[config.mk]
export PLATFORM = sky130hd
export DESIGN_NAME = sram_stream_reader
export DESIGN_NICKNAME = d
export VERILOG_FILES = /design/src/rtl/stream_defs.sv /design/src/rtl/sync_fifo.sv /design/src/rtl/sram_stream_reader.sv
export SDC_FILE = /design/constraint.sdc
export NUM_CORES = 1
export LEC_CHECK = 0
export CAP_MARGIN = 20
export CORE_MARGIN = 10
export CORE_UTILIZATION = 51
export CTS_BUF_LIST = sky130_fd_sc_hd__clkbuf_8
export CTS_CLUSTER_SIZE = 30
export DETAILED_ROUTE_END_ITERATION = 10
export GPL_TIMING_DRIVEN = 1
export MAX_ROUTING_LAYER = met4
export PLACE_DENSITY_LB_ADDON = 0.08
export SYNTH_ARGS = -nofsm -noshare
export SYNTH_HDL_FRONTEND = slang
export SYNTH_SLANG_ARGS = --single-unit
export TNS_END_PERCENT = 10
[constraint.sdc]
create_clock -name clk -period 4 [get_ports clk]
set_clock_uncertainty 0.2 [all_clocks]
set_input_delay 1 -clock clk [delete_from_list [all_inputs] [get_ports clk]]
set_output_delay 1 -clock clk [all_outputs]
set_load 0.05 [all_outputs]
[src/rtl/stream_defs.sv]
// stream_defs: shared definitions for sram_stream_reader and its output FIFO.
// Holds the FSM state encodings, the loop extent width and the FIFO tag layout.
package stream_defs;

  // Width of the inner/outer trip-count inputs.
  localparam int EXT_W = 16;

  // Controller states.
  typedef enum logic [1:0] {
    ST_IDLE   = 2'd0,
    ST_ISSUE  = 2'd1,
    ST_DRAIN  = 2'd2,
    ST_FINISH = 2'd3
  } state_t;

  // FIFO entries are tagged as {last, data}: bit [w] is the last flag and
  // bits [w-1:0] carry the SRAM word.
  function automatic int tag_width(input int data_width);
    return data_width + 1;
  endfunction

endpackage

[src/rtl/sync_fifo.sv]
// sync_fifo: small synchronous FIFO with an occupancy count.
// Output data is read straight from the storage registers and forced to zero
// when empty. Push and pop in the same cycle are allowed, also when full.
// rst flushes the FIFO synchronously.
module sync_fifo #(
  parameter int WIDTH = 33,
  parameter int DEPTH = 2,
  localparam int PW = (DEPTH > 1) ? $clog2(DEPTH) : 1,
  localparam int CW = $clog2(DEPTH + 1)
) (
  input  logic             clk,
  input  logic             rst,
  input  logic             push,
  input  logic [WIDTH-1:0] din,
  input  logic             pop,
  output logic [WIDTH-1:0] dout,
  output logic             valid,
  output logic [CW-1:0]    count
);

  logic [WIDTH-1:0] mem [DEPTH];
  logic [PW-1:0]    wr_ptr;
  logic [PW-1:0]    rd_ptr;
  logic             do_push;
  logic             do_pop;

  function automatic logic [PW-1:0] ptr_inc(input logic [PW-1:0] p);
    return (p == PW'(DEPTH - 1)) ? '0 : p + PW'(1);
  endfunction

  assign valid   = (count != '0);
  assign do_pop  = pop && valid;
  assign do_push = push && ((count != CW'(DEPTH)) || do_pop);
  assign dout    = valid ? mem[rd_ptr] : '0;

  // Pointer and occupancy bookkeeping, flushed by rst.
  // NOTE: sequential state uses non-blocking (<=) so every flop samples
  // pre-edge values regardless of the order the always blocks evaluate.
  always_ff @(posedge clk) begin
    if (rst) begin
      wr_ptr <= '0;
      rd_ptr <= '0;
      count  <= '0;
    end else begin
      if (do_push) wr_ptr <= ptr_inc(wr_ptr);
      if (do_pop)  rd_ptr <= ptr_inc(rd_ptr);
      case ({do_push, do_pop})
        2'b10:   count <= count + CW'(1);
        2'b01:   count <= count - CW'(1);
        default: count <= count;
      endcase
    end
  end

  // Storage write.
  // NOTE: the storage array is deliberately not reset; an entry is only
  // visible once count covers it, and dout is gated to zero when empty.
  always_ff @(posedge clk) begin
    if (do_push) mem[wr_ptr] <= din;
  end

endmodule

[src/rtl/sram_stream_reader.sv]
// sram_stream_reader: walks a 2-level affine address pattern over a
// single_port_sram, issues one-word reads and re-emits the words as a
// valid/ready stream with last-element marking. Reads are only issued when a
// FIFO slot is reserved for the returning word, so backpressure never drops
// SRAM data.
// Optional: define SRAM_STREAM_READER_PERF_EN to add the stall_cycles and
// credit_stalls performance counters.
module sram_stream_reader
  import stream_defs::*;
#(
  parameter int WIDTH      = 32,
  parameter int DEPTH      = 32,
  parameter int FIFO_DEPTH = 2,
  localparam int AW        = $clog2(DEPTH)
) (
  input  logic             clk,
  input  logic             rst,
  input  logic             start,
  input  logic [AW-1:0]    base,
  input  logic [AW-1:0]    stride0,
  input  logic [AW-1:0]    stride1,
  input  logic [EXT_W-1:0] extent0,
  input  logic [EXT_W-1:0] extent1,
  output logic             busy,
  output logic             done,
  output logic [AW-1:0]    sram_addr,
  output logic             sram_ren,
  output logic             sram_wen,
  input  logic [WIDTH-1:0] sram_q,
  output logic [WIDTH-1:0] out_data,
  output logic             out_valid,
  input  logic             out_ready,
  output logic             out_last
`ifdef SRAM_STREAM_READER_PERF_EN
  ,
  output logic [31:0]      stall_cycles,
  output logic [31:0]      credit_stalls
`endif
);

  localparam int CW = $clog2(FIFO_DEPTH + 1);
  localparam int TW = tag_width(WIDTH);

  state_t           state;
  state_t           state_next;
  logic [AW-1:0]    stride0_r;
  logic [AW-1:0]    stride1_r;
  logic [AW-1:0]    addr_r;
  logic [AW-1:0]    row_r;
  logic [EXT_W-1:0] ext0_r;
  logic [EXT_W-1:0] ext1_r;
  logic [EXT_W-1:0] i0;
  logic [EXT_W-1:0] i1;
  logic             inflight;
  logic             inflight_last;
  logic             busy_r;
  logic             done_r;

  logic             accept;
  logic             row_end;
  logic             is_last;
  logic             credit_ok;
  logic             issue;
  logic             fifo_pop;
  logic             fifo_valid;
  logic [CW-1:0]    fifo_count;
  logic [TW-1:0]    fifo_dout;
  logic [31:0]      occupancy;

  assign accept  = (state == ST_IDLE) && start;
  assign row_end = (i0 == ext0_r - EXT_W'(1));
  assign is_last = row_end && (i1 == ext1_r - EXT_W'(1));

  // Entries that will sit in the FIFO next cycle: stored words plus the word
  // returning from the SRAM this cycle, net of a word leaving downstream.
  // A new read is only issued if that leaves room for its own word.
  assign fifo_pop  = fifo_valid && out_ready;
  assign occupancy = 32'(fifo_count) + 32'(inflight) - 32'(fifo_pop);
  assign credit_ok = (occupancy < 32'(FIFO_DEPTH));

  assign busy      = busy_r;
  assign done      = done_r;
  assign sram_addr = addr_r;
  assign sram_ren  = issue;
  assign sram_wen  = 1'b0;
  assign out_valid = fifo_valid;
  assign out_data  = fifo_dout[WIDTH-1:0];
  assign out_last  = fifo_dout[WIDTH];

  // State register.
  always_ff @(posedge clk) begin
    if (rst) state <= ST_IDLE;
    else     state <= state_next;
  end

  // Next-state and read-issue decode.
  // NOTE: every output of this block gets a default first, so no path can
  // leave one unassigned and infer a latch.
  always_comb begin
    state_next = state;
    issue      = 1'b0;
    case (state)
      ST_IDLE: begin
        if (start) begin
          state_next = ((extent0 == '0) || (extent1 == '0)) ? ST_FINISH : ST_ISSUE;
        end
      end
      ST_ISSUE: begin
        issue = credit_ok;
        if (credit_ok && is_last) state_next = ST_DRAIN;
      end
      ST_DRAIN: begin
        if (!inflight && (fifo_count == '0)) state_next = ST_FINISH;
      end
      ST_FINISH: begin
        state_next = ST_IDLE;
      end
      default: begin
        state_next = ST_IDLE;
      end
    endcase
  end

  // Config latch, index/address stepping and SRAM return tracking.
  always_ff @(posedge clk) begin
    if (rst) begin
      stride0_r     <= '0;
      stride1_r     <= '0;
      addr_r        <= '0;
      row_r         <= '0;
      ext0_r        <= '0;
      ext1_r        <= '0;
      i0            <= '0;
      i1            <= '0;
      inflight      <= 1'b0;
      inflight_last <= 1'b0;
      busy_r        <= 1'b0;
      done_r        <= 1'b0;
    end else begin
      inflight      <= issue;
      inflight_last <= issue && is_last;
      done_r        <= (state == ST_FINISH);
      if (state == ST_FINISH) busy_r <= 1'b0;

      if (accept) begin
        stride0_r <= stride0;
        stride1_r <= stride1;
        ext0_r    <= extent0;
        ext1_r    <= extent1;
        i0        <= '0;
        i1        <= '0;
        addr_r    <= base;
        row_r     <= base;
        busy_r    <= 1'b1;
      end else if (issue) begin
        if (!row_end) begin
          i0     <= i0 + EXT_W'(1);
          addr_r <= addr_r + stride0_r;
        end else begin
          i0     <= '0;
          i1     <= i1 + EXT_W'(1);
          row_r  <= row_r + stride1_r;
          addr_r <= row_r + stride1_r;
        end
      end
    end
  end

  // Output buffer: the SRAM word is written the cycle after its read,
  // unconditionally, because the read was only issued with a slot reserved.
  sync_fifo #(
    .WIDTH (TW),
    .DEPTH (FIFO_DEPTH)
  ) u_fifo (
    .clk   (clk),
    .rst   (rst),
    .push  (inflight),
    .din   ({inflight_last, sram_q}),
    .pop   (out_ready),
    .dout  (fifo_dout),
    .valid (fifo_valid),
    .count (fifo_count)
  );

`ifdef SRAM_STREAM_READER_PERF_EN
  // Saturating counters for downstream stalls and credit-limited issue cycles.
  always_ff @(posedge clk) begin
    if (rst || accept) begin
      stall_cycles  <= '0;
      credit_stalls <= '0;
    end else begin
      if (fifo_valid && !out_ready && (stall_cycles != '1)) begin
        stall_cycles <= stall_cycles + 32'd1;
      end
      if ((state == ST_ISSUE) && !credit_ok && (credit_stalls != '1)) begin
        credit_stalls <= credit_stalls + 32'd1;
      end
    end
  end
`endif

endmodule
# Word level (Yosys, flattened, before mapping)
# Memory sizes are Yosys's and may differ from the RTL's. A register that Yosys moved wholly into a read port is not among the register bits.
# Index checks and enable logic that the tools add are counted.
totals:
  regBits: 94
  n_memories: 1
  ramBits: 66
  elab_cells: 87
  input_bits: 83
  out_inout_bits: 43
classes:
  n_lt_le_gt_ge: 1
  eq_ne: 11
  addsub: 12
  muxes: 23
  reduce_logical: 23
memory_table:
  columns: ["memory", "depth", "width", "rd", "rd_ports_with_merged_regs", "write_ports", "line_no", "rtl"]
  rows:
  - ["u_fifo.mem", 2, 33, 1, 1, 1, "sync_fifo.sv:21", "logic [WIDTH-1:0] mem [DEPTH];"]
ops:
  columns: ["op", "count"]
  rows:
  - ["33-bit 2-to-1 mux", 1]
  - ["16-bit by 1-bit adder with 16-bit output (second input constant)", 2]
  - ["16-bit == test", 2]
  - ["16-bit logical NOT", 2]
  - ["32-bit by 2-bit < comparator with 1-bit output (second input constant)", 1]
  - ["16-bit by 1-bit subtractor with 16-bit output (second input constant)", 2]
  - ["5-bit 2-to-1 mux", 6]
  - ["16-bit 2-to-1 mux", 1]
  - ["5-bit adder", 2]
  - ["2-bit nonzero test", 5]
  - ["1-bit 2-to-1 mux", 9]
  - ["2-bit 2-to-1 mux", 4]
  - ["2-bit inequality test (second input constant)", 4]
  - ["2-bit one-hot mux with 4 select lines", 1]
  - ["1-bit logical AND", 7]
  - ["2-bit == test (second input constant)", 3]
  - ["2-bit by 1-bit == test with 1-bit output (second input constant)", 2]
  - ["2-bit logical NOT", 2]
  - ["2-bit one-hot mux with 2 select lines", 1]
  - ["2-bit AND reduction", 2]
  - ["3-bit by 1-bit subtractor with 4-bit output", 1]
  - ["2-bit by 1-bit adder with 3-bit output", 1]
  - ["3-bit AND reduction", 1]
  - ["1-bit adder (second input constant)", 2]
  - ["other kinds (5)", 6]

# Depth between registers and ports, before layout
# Gate-level depths: netlist of run 1.
depth:
  word_depth: 7
  mapped_depth: 14
  mapped_depth_nobuf: 14

# Modules after synthesis
# A second synthesis of run 1 with hierarchy kept.
hier_totals:
  hier_cells: 849
  hier_area_um2: 8074.0
modules_own_cells:
  columns: ["mod", "cells_each", "seq_area_each_um2", "n_inst", "area_each_um2"]
  rows:
  - ["sram_stream_reader", 678, 1801.7, 1, 5322.6]
  - ["sync_fifo", 171, 2082.0, 1, 2751.4]

# Worst setup path after synthesis of run 1
# Ideal clock, no wire load.
synth_path:
  path_kind: "input-to-output"
  startpoint: "input out_ready"
  endpoint: "output sram_ren"
  path_slack_ps: -456
  n_path_buf: 1
  required_time_ps: 2800
  t_arrival_ps: 3256
  stages: 9
  path_cell_list: "nor2b_1 > ha_1 > nand2b_1 > fa_1 > xor2_1 > a211oi_1 > nand2_1 > inv_1 > clkbuf_1"
synth_via:
  elab_chain_cells: 4
synth_rtl:
  columns: ["item", "line_no", "rtl"]
  rows:
  - ["start: declaration", "sram_stream_reader.sv:32", "input logic out_ready,"]
  - ["1-bit logical AND", "sram_stream_reader.sv:77", "assign fifo_pop = fifo_valid && out_ready;"]
  - ["3-bit by 1-bit subtractor with 4-bit output", "sram_stream_reader.sv:78", "assign occupancy = 32'(fifo_count) + 32'(inflight) - 32'(fifo_pop);"]
  - ["32-bit by 2-bit < comparator with 1-bit output", "sram_stream_reader.sv:79", "assign credit_ok = (occupancy < 32'(FIFO_DEPTH));"]
  - ["1-bit 2-to-1 mux", "sram_stream_reader.sv:102", "case (state)"]
  - ["end: declaration", "sram_stream_reader.sv:27", "output logic sram_ren,"]
# Every way passes these cells.

# Worst setup path in the final report of run 1
layout_path:
  startpoint: "input out_ready"
  endpoint: "output sram_ren"
layout_via:
  elab_chain_cells: 4
layout_rtl:
  columns: ["item", "line_no", "rtl"]
  rows:
  - ["1-bit logical AND", "sram_stream_reader.sv:77", null]
  - ["via fifo_pop", "sram_stream_reader.sv:64", "logic fifo_pop;"]
  - ["3-bit by 1-bit subtractor with 4-bit output", "sram_stream_reader.sv:78", null]
  - ["32-bit by 2-bit < comparator with 1-bit output", "sram_stream_reader.sv:79", null]
  - ["1-bit 2-to-1 mux", "sram_stream_reader.sv:102", null]
# The timed path passes the listed nets, and every way through them passes these cells.

==> flow_metrics.py, run 1 <==
metrics = {
    "pwr": {
        "power_frac_seq": 0.392,
        "power.total_uw": 5430,
        "ir_drop_uv": 293,
        "p_clk_frac": 0.210,
        "internal_power_uw": 3300,
        "swShare": 0.391,
        "p_leak_uw": 0.00360,
        "p_comb_frac": 0.398,
        "power_per_cell_area_nw_per_um2": 539,
        "power.switching_uw": 2120,
    },
    "clock_network": {
        "cts.sinks": 161,
        "cts_tree": "done",
        "cts_htree_levels": 4,
        "clockBufferDepth": 2,
        "clkTransAtPathRegs_ns": 0.08,
        "clkLatencyLatePin_ns": 0.46,
        "cts-buffers-inserted": 17,
        "cts_root_buf": "clkbuf_8",
        "cts_hold_buf": 0,
    },
    "global_routing": {
        "grt-ovfl-total": 0,
        "grt_start_max_net_pins": 52,
        "antenna_found_initial": 1,
        "grt_pass1_vias": 6839,
        "grt_pass1_wl_um": 33200,
        "grt.total_usage": 0.193,
    },
    "logic_synthesis": {
        "synth_top_family_by_area": "simple AND/OR/NAND/NOR gates",
        "syn_nets": 954,
        "synth_mux_area_frac": 0.0520,
        "yosys.area_share.adder": 0.0367,
        "syn_area_um2": 8100,
        "yosys_warnings": 0,
        "yosysSeqAreaShare": 0.479,
        "synth_async_sr_flop_share": 0,
        "synth_compound_area_frac": 0.116,
        "synth-simple-area-share": 0.209,
        "ys_ff_latch": 161,
        "synth_area_per_cell_um2": 9.55,
        "synth-xor-area-share": 0.0670,
        "dominantRegCellSynth": "dfxtp_1",
        "synth-edff-count": 66,
        "ys_types": 65,
        "netlist_instances": 849,
    },
    "drt": {
        "vias": 6628,
        "dr.pass1.iters": 5,
        "post-route-drc-count": 0,
        "drt_iter0_drc": 349,
        "final_antenna_net_count": 0,
        "finalWirelength_um": 19900,
        "routedWlPerCell_um": 16.5,
        "routed_via_density": 5.50,
    },
    "layout": {
        "fillers": 1287,
        "drive_above_1_share": 0.0932,
        "postLayoutCoreUtil": 0.641,
        "final_nets": 1079,
        "final_area_um2": 10100,
        "syn2layout_area_growth_pct": 24.2,
    },
    "critical_path": {
        "cp.required_ns": 2.80,
        "cpMostUsedCell": "inv_2",
        "rrSetupSlack_ns": 0.50,
        "cpPeakStageDelay_ns": 0.53,
        "critPathSlowestCell": "fa_2",
        "crit_arrival_ns": 2.71,
        "crit_path_max_fanout": 2,
        "end_kind": "primary output",
        "cp-start-kind": "input pin",
        "crit_type": "input pin to primary output",
        "crit_buf_inv": 4,
        "cp_cell_sequence": "buf_6 -> nor2b_4 -> ha_4 -> nand2b_4 -> fa_2 -> inv_2 -> a211oi_2 -> nand2_1 -> inv_2 -> buf_12",
        "crit_family": "adder cells",
    },
    "die": {
        "start_util": 0.516,
        "io_pins": 126,
        "dieArea_um2": 21300,
        "die_w_um": 146,
        "die_height_um": 146,
        "core_um2": 15700,
        "placementRows": 46,
    },
    "timing": {
        "period_minus_slack_ns": 3.91,
        "tightest_slew_ns": 1.00,
        "final-setup-viol-count": 0,
        "layout_setup_ws_ns": 0.0898,
        "tns_ns": 0,
        "final.period_utilization": 0.978,
        "rsz0062_at_grt": "no",
        "finalHoldViolCount": 0,
        "max_freq_mhz": 256,
        "relSlewSlack": 0.327,
        "drv_slew": 0,
    },
    "place": {
        "place_congestion": 0.909,
        "port_buffers": 124,
        "dp_hpwl_um": 14900,
        "dp_slack_ns": -0.544,
        "dpl_cell_area_um2": 9630,
    },
    "run_status": {
        "status": "completed",
    },
    "worst_hold_path": {
        "hold_path_class": "flop to flop",
    },
    "run": {
        "maxCapViolations": 0,
    },
}
==> state kept, by name, indices dropped and copies added, names as in the netlist, named ones only <==
signal,flops
stride1_r,5
inflight,1
u_fifo.mem,66
sram_addr,5
inflight_last,1
row_r,5
i1,16
ext0_r,16
i0,16
busy,1
ext1_r,16
u_fifo.rd_ptr,1
stride0_r,5
done,1
u_fifo.wr_ptr,1
u_fifo.count,2
state,2
==> power by group through the flow <==
| stage | sequential, uW | clock [uW] | combinational, uW |
|---|---|---|---|
| after floorplan | 2180 | 0 | 1450 |
| after global placement | 2150 | 0 | 2090 |
| after detailed placement | 2160 | 0 | 2140 |
| after CTS | 2130 | 1160 | 2170 |
| after global routing | 2160 | 1230 | 2370 |
| final | 2130 | 1140 | 2160 |
==> worst reg2reg max path: stages (launching register included) <==
cell      delay (ns)
dfxtp_1         0.42
nor3_1          0.85
nand4_1         0.22
xnor2_1         0.27
or4b_1          0.46
nor4_1          0.33
nand4_1         0.23
a211oi_1        0.27
a311oi_1        0.09
==> what timing repair did <==
action | in CTS | in global routing
pin swaps | 4 | 4
hold endpoints to repair | 0 | 0
setup buffers | 1 | 1
setup endpoints to repair | 10 | 1
resized for setup | 9 | 4
==> final cells by class <==
type	count	area, um2	share of cell area
antenna	1	2.50	0.000249
clock buffer	18	248	0.0246
clock inverter	14	131	0.0131
inverter	31	116	0.0116
multi-input combinational	611	3940	0.391
sequential	161	3890	0.386
tap	216	270	0.0269
timing repair buffer	152	1470	0.146
==> cells in the mapped netlist (all sizes together), types with 2 or more instances <==
cell type / number / area (um2)
nand4: 17 / 106
nand4b: 2 / 17.5
ha: 19 / 238
o21a: 2 / 15.0
and2: 5 / 32.5
nand3b: 4 / 30.0
nand2: 112 / 420
a2111oi: 2 / 17.5
and3: 13 / 88.8
nand3: 20 / 118
inv: 31 / 116
xnor2: 36 / 315
or4b: 3 / 30.0
nor4: 18 / 134
mux2i: 41 / 410
nor3: 11 / 60.1
a311oi: 4 / 35.0
buf: 11 / 75.1
and4: 2 / 17.5
nor2b: 4 / 25.0
fa: 3 / 60.1
nor3b: 3 / 22.5
edfxtp: 66 / 1980
and3b: 2 / 17.5
a211oi: 13 / 110
dfxtp: 95 / 1900
a211o: 3 / 26.3
a31oi: 7 / 43.8
nor2: 78 / 293
nor4b: 6 / 67.6
o31a: 2 / 17.5
a21oi: 72 / 360
or2: 3 / 18.8
o21ai: 24 / 120
or3: 9 / 56.3
o31ai: 10 / 75.1
or4: 8 / 60.1
clkbuf: 35 / 131
a21o: 6 / 45.0
nand2b: 9 / 56.3
xor2: 26 / 228
==> final timing paths <==
check | start | to | depth (start not counted)
max | out_ready | sram_ren | 10
min reg2reg | inflight_last$_SDFF_PP0_ | u_fifo.mem[0][32]$_DFFE_PP_ | 0
min | inflight_last$_SDFF_PP0_ | u_fifo.mem[0][32]$_DFFE_PP_ | 0
max reg2reg | ext1_r[2]$_SDFFE_PP0P_ | state[0]$_SDFFE_PP0P_ | 8
==> per-layer routing <==
metal	global-route usage	routed length [um]	vias to the layer above
met5	-	0	-
met4	0.0746	429	0
met3	0.0473	996	32
met2	0.326	9870	173
met1	0.216	8620	3145
li1	-	-	3278
==> per-stage QoR <==
stage | cells | hold WS, ns
detailed placement | 1169 | 0.224
global placement | 1169 | 0.210
global route | 1204 | 0.267
finish | 1204 | 0.239
CTS | 1202 | 0.243
floorplan | 849 | 0.204
==> cells in the final DEF, fill, tap and decap left out, types with 4 or more instances in the layout <==
master,n
nor3_1,10
or4_1,8
clkdlybuf4s50_1,121
nand3b_1,4
xor2_1,26
a31oi_1,7
nor4b_1,5
buf_4,27
nand2b_1,8
or3_1,9
a211oi_1,11
edfxtp_1,66
nor2_1,75
xnor2_1,36
clkinv_4,4
inv_1,30
mux2i_1,41
and3_2,6
nand4_1,17
a21oi_1,72
o31ai_1,10
a311oi_1,4
nand3_1,18
ha_1,18
inv_6,4
and3_1,7
nor4_1,16
dfxtp_1,93
and2_1,4
clkbuf_8,18
nand2_1,112
a21o_1,6
o21ai_0,24
==> cells by family (layout without fill, tap and decap cells) <==
logic type	Yosys count	after routing
buf+inv	77	215
compound gates	153	153
fa+ha+maj	22	22
other cells	1	2
mux	42	42
simple gates	331	331
flops	161	161
xor+xnor	62	62
No activity file was read; power rests on OpenSTA's default activity.
==> run 2: changes to the inputs <==
CORE_UTILIZATION = 56   (was 51)
MAX_ROUTING_LAYER = default   (was met4)
SLEW_MARGIN = 25   (was default)
clock period = 3.75 ns   (was 4 ns; I/O delays follow)
==> run 2 against run 1 <==
  * Cell area is 0.66% higher
  * Sequential share of layout area is 0.22 points lower
  * Highest routed layer unchanged
  * Largest cell class unchanged
  * Core utilization is 8.1 points higher
  * Via count is 0.91% higher
  * Worst setup slack worse by 0.055 ns
  * Die area is 7.7% lower
  * Clock power is 19% higher
==> flow_metrics.py, run 2 (synthesis results as in run 1) <==
metrics = {
    "run_status": {
        "status": "completed",
    },
    "clock_network": {
        "clkTransAtPathRegs_ns": 0.09,
        "clockBufferDepth": 2,
        "clkLatencyLatePin_ns": 0.46,
        "cts_hold_buf": 0,
        "cts.sinks": 161,
        "cts_root_buf": "clkbuf_8",
        "cts-buffers-inserted": 17,
        "cts_tree": "done",
        "cts_htree_levels": 4,
    },
    "critical_path": {
        "crit_arrival_ns": 2.58,
        "cp.required_ns": 2.61,
        "cp-start-kind": "input pin",
        "r2r_end": "state[0]$_SDFFE_PP0P_",
        "end_kind": "primary output",
        "endpoint": "sram_ren",
        "reg2reg_from": "ext1_r[0]$_SDFFE_PP0P_",
        "rrSetupSlack_ns": 0.38,
        "reg2reg_depth": 11,
        "crit_type": "input pin to primary output",
        "cp-startpoint": "out_ready",
        "crit_path_max_fanout": 2,
    },
    "place": {
        "placed_cells": 1137,
        "dp_hpwl_um": 15000,
        "dpl_cell_area_um2": 9650,
        "port_buffers": 124,
        "place_congestion": 0.901,
    },
    "global_routing": {
        "grt_pass1_vias": 6533,
        "grt_pass1_wl_um": 31900,
        "grt_start_max_net_pins": 40,
        "antenna_found_initial": 0,
        "grt.total_usage": 0.196,
        "grt-ovfl-total": 0,
    },
    "run": {
        "maxCapViolations": 0,
    },
    "layout": {
        "final_cell_mix": "clkdlybuf4s50_1 (121), nand2_1 (112), dfxtp_1 (92)",
        "syn2layout_area_growth_pct": 25.0,
        "layout.cells.non_filler": 1173,
        "final_area_um2": 10100,
        "largest_reg_flops": 66,
        "antenna_cells": 0,
        "postLayoutCoreUtil": 0.721,
        "final_nets": 1085,
        "largest_register": "u_fifo.mem",
        "final_common_cell": "clkdlybuf4s50_1",
        "drive_above_1_share": 0.101,
    },
    "timing": {
        "final.period_utilization": 0.991,
        "tightest_slew_ns": 0.632,
        "final-setup-viol-count": 0,
        "finalHoldViolCount": 0,
        "timing.hold.ws_ns": 0.244,
        "tns_ns": 0,
        "relSlewSlack": 0.568,
        "period_minus_slack_ns": 3.71,
        "max_freq_mhz": 269,
        "drv_slew": 0,
        "rsz0062_at_grt": "yes",
    },
    "pwr": {
        "p_clk_frac": 0.226,
        "internal_power_uw": 3710,
        "swShare": 0.382,
        "power_frac_seq": 0.380,
        "power_per_cell_area_nw_per_um2": 592,
        "p_leak_uw": 0.00365,
        "power.switching_uw": 2290,
        "p_comb_frac": 0.394,
        "ir_drop_uv": 380,
    },
    "die": {
        "core_um2": 14000,
        "die_w_um": 140,
        "die_height_um": 140,
        "start_util": 0.577,
        "placementRows": 43,
        "dieArea_um2": 19700,
        "io_pins": 126,
    },
    "drt": {
        "dr.pass1.iters": 5,
        "routed_via_density": 5.70,
        "vias": 6688,
        "routedWlPerCell_um": 17.1,
        "drt_iter0_drc": 403,
        "finalWirelength_um": 20000,
        "final_antenna_net_count": 0,
        "post-route-drc-count": 0,
    },
    "worst_hold_path": {
        "hold_path_class": "flop to flop",
    },
}
## run 2: layout make-up
type,instances,area [um2]
timing repair buffer,158,1530
clock buffer,18,248
tap,180,225
clock inverter,14,178
fill,1015,3910
inverter,31,116
sequential,161,3890
multi-input combinational,611,3950
## run 2: worst min-delay path by stage
stage	cells past startpoint	from	slack [ns]	end
finish	0	inflight_last$_SDFF_PP0_	0.24	u_fifo.mem[1][32]$_DFFE_PP_
global route	0	inflight_last$_SDFF_PP0_	0.27	u_fifo.mem[1][32]$_DFFE_PP_
CTS	0	inflight_last$_SDFF_PP0_	0.25	u_fifo.mem[1][32]$_DFFE_PP_
detailed placement	0	inflight_last$_SDFF_PP0_	0.24	u_fifo.mem[0][32]$_DFFE_PP_
global placement	0	inflight_last$_SDFF_PP0_	0.21	u_fifo.mem[0][32]$_DFFE_PP_
floorplan	0	inflight_last$_SDFF_PP0_	0.20	u_fifo.mem[0][32]$_DFFE_PP_
## run 2: metrics by stage
step           setup slack (ns)  total power [uW]
5_1_grt                 -0.0603              6330
3_3_place_gp             -0.429              4540
3_5_place_dp             -0.542              4640
6_report                 0.0351              6000
2_1_floorplan          -0.00869              3900
4_1_cts                 0.00224              6020
## run 2: routing by layer
metal / part of all wire / up-vias / track usage
met2: 0.49 / 210 / 0.333
met4: 0.016 / 0 / 0.0685
met3: 0.067 / 29 / 0.0548
li1: - / 3285 / -
met5: 0 / - / 0
met1: 0.43 / 3164 / 0.232
## run 2: critical path, stage by stage
cell	delay, ns
buf_6	0.09
nor2b_4	0.13
ha_4	0.23
nand2b_4	0.14
fa_2	0.53
inv_2	0.03
a211oi_2	0.16
nand2_1	0.11
inv_2	0.09
buf_12	0.13
## run 2: repair_timing
item | 4_1_cts | 5_1_grt
resized for setup | 9 | 3
pin swaps | 4 | 1
setup buffers | 4 | 0
endpoints found under the hold margin | 0 | 0
setup endpoints to repair | 7 | 2
## run 2: power groups by stage
stage / Clock [uW] / Sequential [uW] / Combinational (uW)
after floorplan: 0 / 2320 / 1580
after global placement: 0 / 2300 / 2250
after detailed placement: 0 / 2320 / 2320
after CTS: 1380 / 2280 / 2370
after global routing: 1450 / 2310 / 2570
final: 1360 / 2280 / 2360
